==> src/rtl/pong_pkg.sv <==
// Shared types and court constants for the pong paddle datapath.
package pong_pkg;

  typedef enum logic [1:0] {
    IDLE = 2'd0,
    UP   = 2'd1,
    DN   = 2'd2
  } lane_state_t;

  // Request encoding is {down, up}; both or neither means no motion.
  typedef enum logic [1:0] {
    DIR_NONE = 2'b00,
    DIR_UP   = 2'b01,
    DIR_DN   = 2'b10,
    DIR_BOTH = 2'b11
  } dir_t;

  localparam int COURT_MAX_X       = 640;
  localparam int COURT_MAX_Y       = 480;
  localparam int COURT_EDGE_OFFSET = 8;

endpackage

==> src/rtl/paddle_lane.sv <==
// One paddle: direction FSM, speed ramp and saturating position update.
// PADDLE_AI_EN adds a ball-tracking request source selected by ai_sel.
module paddle_lane
  import pong_pkg::*;
#(
  parameter int BIT_WIDTH     = 10,
  parameter int MAX_Y         = COURT_MAX_Y,
  parameter int PADDLE_LENGTH = 64,
  parameter int EDGE_OFFSET   = COURT_EDGE_OFFSET,
  parameter int MIN_SPEED     = 2,
  parameter int MAX_SPEED     = 8,
`ifdef PADDLE_AI_EN
  parameter int AI_DEADBAND   = 4,
`endif
  parameter int ACCEL         = 2
) (
  input  logic                 clk,
  input  logic                 rst,
  input  logic                 tick,
  input  logic                 pause,
  input  logic [1:0]           dy,
`ifdef PADDLE_AI_EN
  input  logic                 ai_sel,
  input  logic [BIT_WIDTH-1:0] ball_y,
`endif
  output logic [BIT_WIDTH-1:0] paddle_y,
  output logic                 moving,
  output logic                 at_wall
);

  localparam int Y_LO  = EDGE_OFFSET;
  localparam int Y_HI  = MAX_Y - PADDLE_LENGTH;
  localparam int Y_RST = (MAX_Y - PADDLE_LENGTH) / 2;

  localparam logic signed [BIT_WIDTH:0] Y_LO_S = (BIT_WIDTH+1)'(Y_LO);
  localparam logic signed [BIT_WIDTH:0] Y_HI_S = (BIT_WIDTH+1)'(Y_HI);

  function automatic logic [BIT_WIDTH-1:0] clamp_y(input logic signed [BIT_WIDTH:0] v);
    if (v > Y_HI_S)      return BIT_WIDTH'(Y_HI);
    else if (v < Y_LO_S) return BIT_WIDTH'(Y_LO);
    else                 return v[BIT_WIDTH-1:0];
  endfunction

  function automatic logic out_of_range(input logic signed [BIT_WIDTH:0] v);
    return (v > Y_HI_S) || (v < Y_LO_S);
  endfunction

  lane_state_t                 state_p1, state_n;
  logic        [BIT_WIDTH-1:0] speed_p1, speed_n, speed_ramp;
  logic        [BIT_WIDTH-1:0] y_p1, y_n;
  logic                        moving_p1, at_wall_p1;
  logic signed [BIT_WIDTH:0]   y_raw;
  dir_t                        req;

`ifdef PADDLE_AI_EN
  logic [BIT_WIDTH+1:0] centre, ball_ext;
  dir_t                 ai_req;

  // Track the ball with the paddle centre, holding still inside the dead zone.
  always_comb begin
    centre   = {2'b00, y_p1} + (BIT_WIDTH+2)'(PADDLE_LENGTH / 2);
    ball_ext = {2'b00, ball_y};
    if (ball_ext > centre + (BIT_WIDTH+2)'(AI_DEADBAND))
      ai_req = DIR_UP;
    else if (ball_ext + (BIT_WIDTH+2)'(AI_DEADBAND) < centre)
      ai_req = DIR_DN;
    else
      ai_req = DIR_NONE;
  end
`endif

  // Stage p0 -> p1: next state, ramped speed and clamped position
  always_comb begin
    req = dir_t'(dy);
`ifdef PADDLE_AI_EN
    if (ai_sel) req = ai_req;
`endif
    speed_ramp = speed_p1 + BIT_WIDTH'(ACCEL);
    if (speed_ramp > BIT_WIDTH'(MAX_SPEED)) speed_ramp = BIT_WIDTH'(MAX_SPEED);

    state_n = IDLE;
    speed_n = '0;
    y_raw   = $signed({1'b0, y_p1});
    case (req)
      DIR_UP: begin
        state_n = UP;
        speed_n = (state_p1 == UP) ? speed_ramp : BIT_WIDTH'(MIN_SPEED);
        y_raw   = $signed({1'b0, y_p1}) + $signed({1'b0, speed_n});
      end
      DIR_DN: begin
        state_n = DN;
        speed_n = (state_p1 == DN) ? speed_ramp : BIT_WIDTH'(MIN_SPEED);
        y_raw   = $signed({1'b0, y_p1}) - $signed({1'b0, speed_n});
      end
      default: ;
    endcase

    y_n = clamp_y(y_raw);
    // Hitting a wall restarts the ramp but keeps the direction.
    if (out_of_range(y_raw)) speed_n = BIT_WIDTH'(MIN_SPEED);
  end

  always_ff @(posedge clk or negedge rst) begin
    if (!rst) begin
      state_p1   <= IDLE;
      speed_p1   <= '0;
      y_p1       <= BIT_WIDTH'(Y_RST);
      moving_p1  <= 1'b0;
      at_wall_p1 <= 1'b0;
    end else if (tick && !pause) begin
      state_p1   <= state_n;
      speed_p1   <= speed_n;
      y_p1       <= y_n;
      moving_p1  <= (state_n != IDLE);
      at_wall_p1 <= (y_n == BIT_WIDTH'(Y_LO)) || (y_n == BIT_WIDTH'(Y_HI));
    end
  end

  assign paddle_y = y_p1;
  assign moving   = moving_p1;
  assign at_wall  = at_wall_p1;

endmodule

==> src/rtl/paddle_array.sv <==
// Multi-paddle motion controller: NUM_PADDLES independent lanes, flat outputs.
// Define PADDLE_AI_EN to add the ai_sel/ball_y ball-tracking mode.
module paddle_array
  import pong_pkg::*;
#(
  parameter int BIT_WIDTH     = 10,
  parameter int NUM_PADDLES   = 2,
  parameter int MAX_X         = COURT_MAX_X,
  parameter int MAX_Y         = COURT_MAX_Y,
  parameter int PADDLE_LENGTH = 64,
  parameter int PADDLE_WIDTH  = 8,
  parameter int EDGE_OFFSET   = COURT_EDGE_OFFSET,
  parameter int MIN_SPEED     = 2,
  parameter int MAX_SPEED     = 8,
  parameter int ACCEL         = 2,
`ifdef PADDLE_AI_EN
  parameter int AI_DEADBAND   = 4,
`endif
  parameter logic [7:0] SIDE_MASK = 8'b10
) (
  input  logic                             clk,
  input  logic                             rst,
  input  logic                             tick,
  input  logic                             pause,
  input  logic [2*NUM_PADDLES-1:0]         dy,
`ifdef PADDLE_AI_EN
  input  logic [NUM_PADDLES-1:0]           ai_sel,
  input  logic [BIT_WIDTH-1:0]             ball_y,
`endif
  output logic [BIT_WIDTH*NUM_PADDLES-1:0] paddle_x,
  output logic [BIT_WIDTH*NUM_PADDLES-1:0] paddle_y,
  output logic [NUM_PADDLES-1:0]           moving,
  output logic [NUM_PADDLES-1:0]           at_wall
);

  for (genvar i = 0; i < NUM_PADDLES; i++) begin : g_lane
    // Left-wall paddles sit just inside x = 0, right-wall ones just inside MAX_X.
    localparam int X_POS = SIDE_MASK[i] ? (PADDLE_WIDTH + 1) : (MAX_X - PADDLE_WIDTH - 1);

    assign paddle_x[i*BIT_WIDTH +: BIT_WIDTH] = BIT_WIDTH'(X_POS);

    paddle_lane #(
      .BIT_WIDTH    (BIT_WIDTH),
      .MAX_Y        (MAX_Y),
      .PADDLE_LENGTH(PADDLE_LENGTH),
      .EDGE_OFFSET  (EDGE_OFFSET),
      .MIN_SPEED    (MIN_SPEED),
      .MAX_SPEED    (MAX_SPEED),
`ifdef PADDLE_AI_EN
      .AI_DEADBAND  (AI_DEADBAND),
`endif
      .ACCEL        (ACCEL)
    ) u_lane (
      .clk     (clk),
      .rst     (rst),
      .tick    (tick),
      .pause   (pause),
      .dy      (dy[2*i +: 2]),
`ifdef PADDLE_AI_EN
      .ai_sel  (ai_sel[i]),
      .ball_y  (ball_y),
`endif
      .paddle_y(paddle_y[i*BIT_WIDTH +: BIT_WIDTH]),
      .moving  (moving[i]),
      .at_wall (at_wall[i])
    );
  end

endmodule

==> config.mk <==
export PLATFORM = sky130hd
export DESIGN_NAME = paddle_array
export DESIGN_NICKNAME = d
export VERILOG_FILES = /design/src/rtl/pong_pkg.sv /design/src/rtl/paddle_lane.sv /design/src/rtl/paddle_array.sv
export SDC_FILE = /design/constraint.sdc
export NUM_CORES = 1
export LEC_CHECK = 0
export ABC_AREA = 1
export CAP_MARGIN = 15
export CORE_ASPECT_RATIO = 1.1
export CORE_MARGIN = 5
export CORE_UTILIZATION = 50
export DETAILED_ROUTE_END_ITERATION = 12
export GPL_TIMING_DRIVEN = 0
export PLACE_DENSITY = 0.73
export SLEW_MARGIN = 40
export SYNTH_ARGS = -nofsm -noshare
export SYNTH_HDL_FRONTEND = slang
export SYNTH_SLANG_ARGS = --single-unit
==> constraint.sdc <==
create_clock -name clk -period 12.1 [get_ports clk]
set_clock_uncertainty 0.05 [all_clocks]
set_input_delay 1.815 -clock clk [delete_from_list [all_inputs] [get_ports clk]]
set_output_delay 1.815 -clock clk [all_outputs]
set_load 0.01 [all_outputs]
==> flow_summary_export.csv, run 1 <==
group,metric,value,unit
layout,nNetsFinal,787,
status,status,"finished clean",
synth,synth_area_leader_cell,"dfrtp_1",
synth,synth-seq-cells,48,
die,fp-row-count,36,
setup_path,rrSetupSlack,7570,ps
die,dieArea,10800,µm²
drt,wl_per_cell,12.8,µm
pwr,power_density,163,nW/µm²
layout,area_growth,14.4,%
setup_path,end_kind,"register",
sta,drv_slew,0,
die,die_y,108,µm
pwr,p_clk_share,13.1,%
clock_network,cts_resized,0,
run,drv_cap,0,
synth,synth_area_per_cell,6.37,µm²
min_path,hp-class,"register to register",
grt,overflow,0,
sta,worst_pin_slew,623,ps
pwr,seqPwrFrac,28.6,%
synth,ys_warn_count,0,
setup_path,crit_type,"input pin to register",
sta,setup-violations-final,0,
synth,yosysSeqAreaShare,27.4,%
clock_network,cts_inserted_buffers,5,
drt,drc,0,
layout,diodes,0,
clock_network,cts.sinks,48,
clock_network,cts_tree,"done",
grt,antenna_found_initial,0,
pwr,swShare,46.7,%
clock_network,clk-insertion-delay-late,320,ps
place,dp_hpwl,8990,µm
place,io_buffers,31,
drt,final_antenna_net_count,0,
sta,grt_setup_unrepaired,"no",
pwr,switchingPower,0.384,mW
setup_path,crit_fanout,10,
setup_path,critPathLaunchType,"input pin",
setup_path,timing.rr.end,"g_lane[0].u_lane.at_wall",
grt,grt_pass1_vias,4405,
pwr,vdd_drop_max,0.0000797,V
synth,synthArstFlopShare,100,%
layout,drive_above_1_share,9.20,%
setup_path,startpoint,"dy[0]",
drt,vias,4456,
sta,slew_headroom,58.4,%
pwr,comb_power_share,58.2,%
drt,wirelength,11100,µm
grt,grt_use_total,21.8,%
sta,min_period_over_period,46.4,%
grt,grt_start_max_net_pins,27,
clock_network,cts_max_path_buffers,2,
sta,finalHoldViolations,0,
place,post-place-ws,6200,ps
die,start_util,50.4,%
synth,synth_cells,692,
synth,netlist.area_leader.share,23.9,%
synth,yosys.cell_count.top_type,"nand2_1",
sta,fin_crit,5610,ps
setup_path,regToRegStartpoint,"g_lane[0].u_lane.speed_p1[1]",
clock_network,cts_hold_buf,0,
synth,synth_edf_count,0,
sta,fin_tns_setup,0,ps
die,die_w,99.5,µm
pwr,intPower,0.437,mW
setup_path,endpoint,"g_lane[0].u_lane.at_wall",
setup_path,critPathSlowestCell,"clkdlybuf4s50_1",
die,ios,52,
sta,max_freq,178,MHz
setup_path,required,12260,ps
place,gp_congestion,0.904,
drt,drtIter0Drc,119,
clock_network,cts_setup_buffers,0,
synth,yosys-top-cells-area,"dfrtp_1 24%, nand2_1 18%, ha_1 8.0%",
drt,drt-pass1-iter-count,4,
drt,routed_via_density,5.16,
pwr,p_leak,2.69,nW
clock_network,htreeDepth,2,
setup_path,cpMostUsedCell,"nand2_1",
min_path,min_path_cells,2,
grt,grt_pass1_wl,19300,µm
clock_network,clkSlewWorstSetupHoldPaths,90,ps
synth,synth_top_flop_cell,"dfrtp_1",
synth,ys_types,40,
synth,synth_common_cells,"213 x nand2_1, 91 x inv_1, 72 x nor2_1",
synth,synth_area,4410,µm²
setup_path,critPathMaxStageDelay,490,ps
setup_path,worstPathArrival,5770,ps
setup_path,r2r_cells,31,
sta,fin_ws,6490,ps
clock_network,root_buffer,"clkbuf_8",
die,core_area,8740,µm²
## metal layers
metal	vias to the layer above	wire, µm	global-route usage (%)
li1	2280	-	-
met1	2063	4810	25.5
met2	83	5580	40.2
met3	30	366	2.58
met4	0	308	8.68
met5	-	0	0
## flip-flops by register name (all words and copies together) (netlist names)
signal                  cells
g_lane.u_lane.moving        2
g_lane.u_lane.state_p1      4
g_lane.u_lane.paddle_y     20
g_lane.u_lane.at_wall       2
g_lane.u_lane.speed_p1     20
## power groups by stage
stage | registers, mW | logic, mW | clock network [mW]
finish | 0.235 | 0.478 | 0.108
global route | 0.240 | 0.547 | 0.117
CTS | 0.234 | 0.477 | 0.110
detailed placement | 0.237 | 0.475 | 0
global placement | 0.236 | 0.468 | 0
floorplan | 0.237 | 0.330 | 0
## critical path, delay by kind of cell
family	cells	cell delay, ps
AND/OR/NAND/NOR	14	1240
AO/OA/AOI/OAI	3	610
buffers and inverters	6	1220
adder cells (fa/ha/maj)	3	890
## logic make-up (layout without fill, tap and decap cells)
family | after synthesis | count (layout) | synth area share (%)
other cells | 2 | 20 | 0.170
xor+xnor | 4 | 4 | 0.795
fa+ha+maj | 30 | 30 | 8.86
compound gates | 90 | 90 | 11.2
buf+inv | 131 | 171 | 13.4
simple gates | 387 | 387 | 38.2
flops | 48 | 48 | 27.4
## how the worst min path moves through the flow
stage                                  from                      endpoint  slack (ps)
2_1_floorplan       g_lane[1].u_lane.moving       g_lane[1].u_lane.moving         390
3_3_place_gp       g_lane[0].u_lane.at_wall      g_lane[0].u_lane.at_wall         430
3_5_place_dp       g_lane[1].u_lane.at_wall      g_lane[1].u_lane.at_wall         430
4_1_cts            g_lane[1].u_lane.at_wall      g_lane[1].u_lane.at_wall         450
5_1_grt        g_lane[1].u_lane.paddle_y[7]  g_lane[1].u_lane.paddle_y[7]         490
6_report           g_lane[1].u_lane.at_wall      g_lane[1].u_lane.at_wall         450
## per-stage QoR
| step | instances | total power [mW] | utilization [%] | instance area [µm²] | hold slack (ps) |
|---|---|---|---|---|---|
| finish | 864 | 0.821 | 57.7 | 5040 | 447 |
| global placement | 855 | 0.704 | 56.4 | 4930 | 427 |
| floorplan | 710 | 0.567 | - | 4470 | 393 |
| detailed placement | 856 | 0.711 | 56.6 | 4940 | 426 |
| CTS | 864 | 0.821 | 57.7 | 5040 | 450 |
| global route | 864 | 0.905 | 57.7 | 5040 | 489 |
## area by class of cell
cell class              instances  area, µm²
clock buffers                   6       82.6
repair buffers                 32        328
inverters                      96        364
well taps                     114        143
multi-input cells             531       2680
fillers                       861       3700
clock inverters                 2       15.0
flip-flops and latches         48       1210
plain buffers                  35        225
## placed cells by master (no fill, tap or decap), types with 3 or more instances in the layout
cell	synthesis	routed
nor2_1	72	72
o21ai_1	8	8
nor3_1	9	9
clkbuf_8	0	6
o21a_1	3	3
o22ai_1	5	5
conb_1	2	20
nor2_2	5	5
o21ai_0	46	46
dfstp_2	6	6
a21oi_1	14	14
buf_2	3	3
nand2_2	6	6
buf_4	24	25
clkbuf_1	8	8
clkdlybuf4s50_1	0	30
nand3_2	3	3
ha_1	28	28
a31oi_1	6	6
nand4_1	8	8
o21bai_1	4	4
nand3_1	58	58
dfrtp_1	42	42
nand3b_1	4	4
nor2_4	3	3
nand2_1	213	213
inv_1	91	91
Power figures use the tool's default switching activity.
==> inputs of run 2 (changes only) <==
- PLACE_DENSITY: 0.73 -> 0.75
- clock period: 12.1 -> 5.1 ns (I/O delays scaled with it)
==> flow_summary_export.csv, run 2 (synthesized netlist as in run 1, its figures left out) <==
group,metric,value,unit
die,core_area,8740,µm²
die,start_util,50.4,%
pwr,power_density,388,nW/µm²
setup_path,crit_fanout,10,
drt,drc,0,
setup_path,endpoint,"g_lane[0].u_lane.at_wall",
die,die_y,108,µm
sta,setup-violations-final,0,
drt,drtIter0Drc,203,
layout,fill_cells,883,
layout,final_area,5040,µm²
drt,drt-pass1-iter-count,4,
drt,routed_via_density,5.11,
sta,fin_tns_setup,0,ps
setup_path,timing.rr.end,"g_lane[0].u_lane.at_wall",
layout,layout_common_cells,"213 x nand2_1, 91 x inv_1, 72 x nor2_1, 58 x nand3_1, 45 x o21ai_0",
clock_network,cts_inserted_buffers,5,
die,ios,52,
clock_network,clkSlewWorstSetupHoldPaths,100,ps
grt,grt_start_max_net_pins,44,
setup_path,startpoint,"dy[0]",
die,fp-row-count,36,
drt,wirelength,11000,µm
layout,final_common_cell,"nand2_1",
die,die_w,99.5,µm
drt,final_antenna_net_count,0,
clock_network,cts_max_path_buffers,2,
layout,diodes,0,
run,drv_cap,0,
setup_path,critPathLaunchType,"input pin",
drt,wl_per_cell,12.7,µm
setup_path,critPathSlowestCell,"clkdlybuf4s50_1",
setup_path,crit_type,"input pin to register",
pwr,p_leak,2.70,nW
sta,fin_crit,4460,ps
sta,drv_slew,0,
clock_network,root_buffer,"clkbuf_8",
status,status,"finished clean",
grt,grt_pass1_wl,18400,µm
setup_path,path_depth,26,
drt,vias,4417,
place,placedCellCount,856,
layout,final_cells,864,
setup_path,critPathTopFamily,"buffers and inverters",
clock_network,htreeDepth,2,
min_path,hp-class,"input pin to async pin",
grt,grt_use_total,20.9,%
layout,nNetsFinal,787,
pwr,vdd_drop_max,0.000179,V
setup_path,required,5260,ps
sta,worst_pin_slew,621,ps
layout,area_growth,14.4,%
sta,finalHoldViolations,0,
clock_network,clk-insertion-delay-late,320,ps
clock_network,cts.sinks,48,
grt,antenna_found_initial,0,
setup_path,rrSetupSlack,660,ps
place,place_area,4940,µm²
layout,drive_above_1_share,9.20,%
die,dieArea,10800,µm²
setup_path,worstPathArrival,4630,ps
sta,slew_headroom,58.6,%
setup_path,critPathMaxStageDelay,480,ps
place,dp_hpwl,8660,µm
grt,grt_pass1_vias,4102,
clock_network,cts_hold_buf,0,
grt,overflow,0,
clock_network,cts_setup_buffers,0,
sta,grt_setup_unrepaired,"no",
clock_network,cts_resized,0,
place,gp_congestion,0.924,
setup_path,regToRegStartpoint,"g_lane[0].u_lane.speed_p1[1]",
pwr,finalPower,1.95,mW
setup_path,cp_num_buf_inv,6,
setup_path,r2r_cells,32,
setup_path,end_kind,"register",
place,io_buffers,31,
clock_network,cts_tree,"done",
sta,max_freq,224,MHz
setup_path,cpMostUsedCell,"nand2_1",
sta,min_period_over_period,87.5,%
## run 2: cell count changes in the layout (fill, tap and decap cells not counted)
cell / change
inv_6: +1
o21ai_1: +1
o21ai_0: -1
clkinv_2: +1
clkinvlp_4: -2
## run 2: how the worst min path moves through the flow
| stage | from | endpoint | slack (ps) | cells past startpoint |
|---|---|---|---|---|
| after global routing | rst | g_lane[1].u_lane.paddle_y[1] | 170 | 1 |
| final | rst | g_lane[1].u_lane.paddle_y[2] | 190 | 1 |
| after global placement | g_lane[0].u_lane.at_wall | g_lane[0].u_lane.at_wall | 420 | 2 |
| after floorplan | g_lane[1].u_lane.moving | g_lane[1].u_lane.moving | 390 | 2 |
| after CTS | rst | g_lane[1].u_lane.paddle_y[2] | 180 | 1 |
| after detailed placement | g_lane[0].u_lane.at_wall | g_lane[0].u_lane.at_wall | 420 | 2 |
## run 2: layer usage
layer / routed length, µm / GRT usage (%) / vias to the layer above / part of all wire, %
li1: - / - / 2282 / -
met1: 4830 / 24.9 / 2041 / 44
met2: 5580 / 38.8 / 82 / 51
met3: 391 / 2.39 / 12 / 3.6
met4: 159 / 6.93 / 0 / 1.5
met5: 0 / 0 / - / 0
## run 2: through the flow
stage | util, % | hold WS, ps | setup slack [ps]
floorplan | - | 393 | 1250
global placement | 56.4 | 424 | 294
detailed placement | 56.6 | 421 | 216
CTS | 57.7 | 183 | 565
global route | 57.7 | 169 | 39.2
finish | 57.7 | 189 | 637
## run 2: cell type report
class	count	area (µm²)	share of cell area [%]
clock buffers	6	82.6	1.64
multi-input cells	531	2680	53.1
inverters	96	364	7.22
flip-flops and latches	48	1210	24.0
plain buffers	35	225	4.47
well taps	114	143	2.83
clock inverters	2	13.8	0.273
repair buffers	32	328	6.50
## run 2: power breakdown
part | switching, mW | internal [mW] | total (mW)
clock | 0.144 | 0.111 | 0.256
sequential | 0.0896 | 0.469 | 0.558
combinational | 0.679 | 0.460 | 1.14
total | 0.913 | 1.04 | 1.95
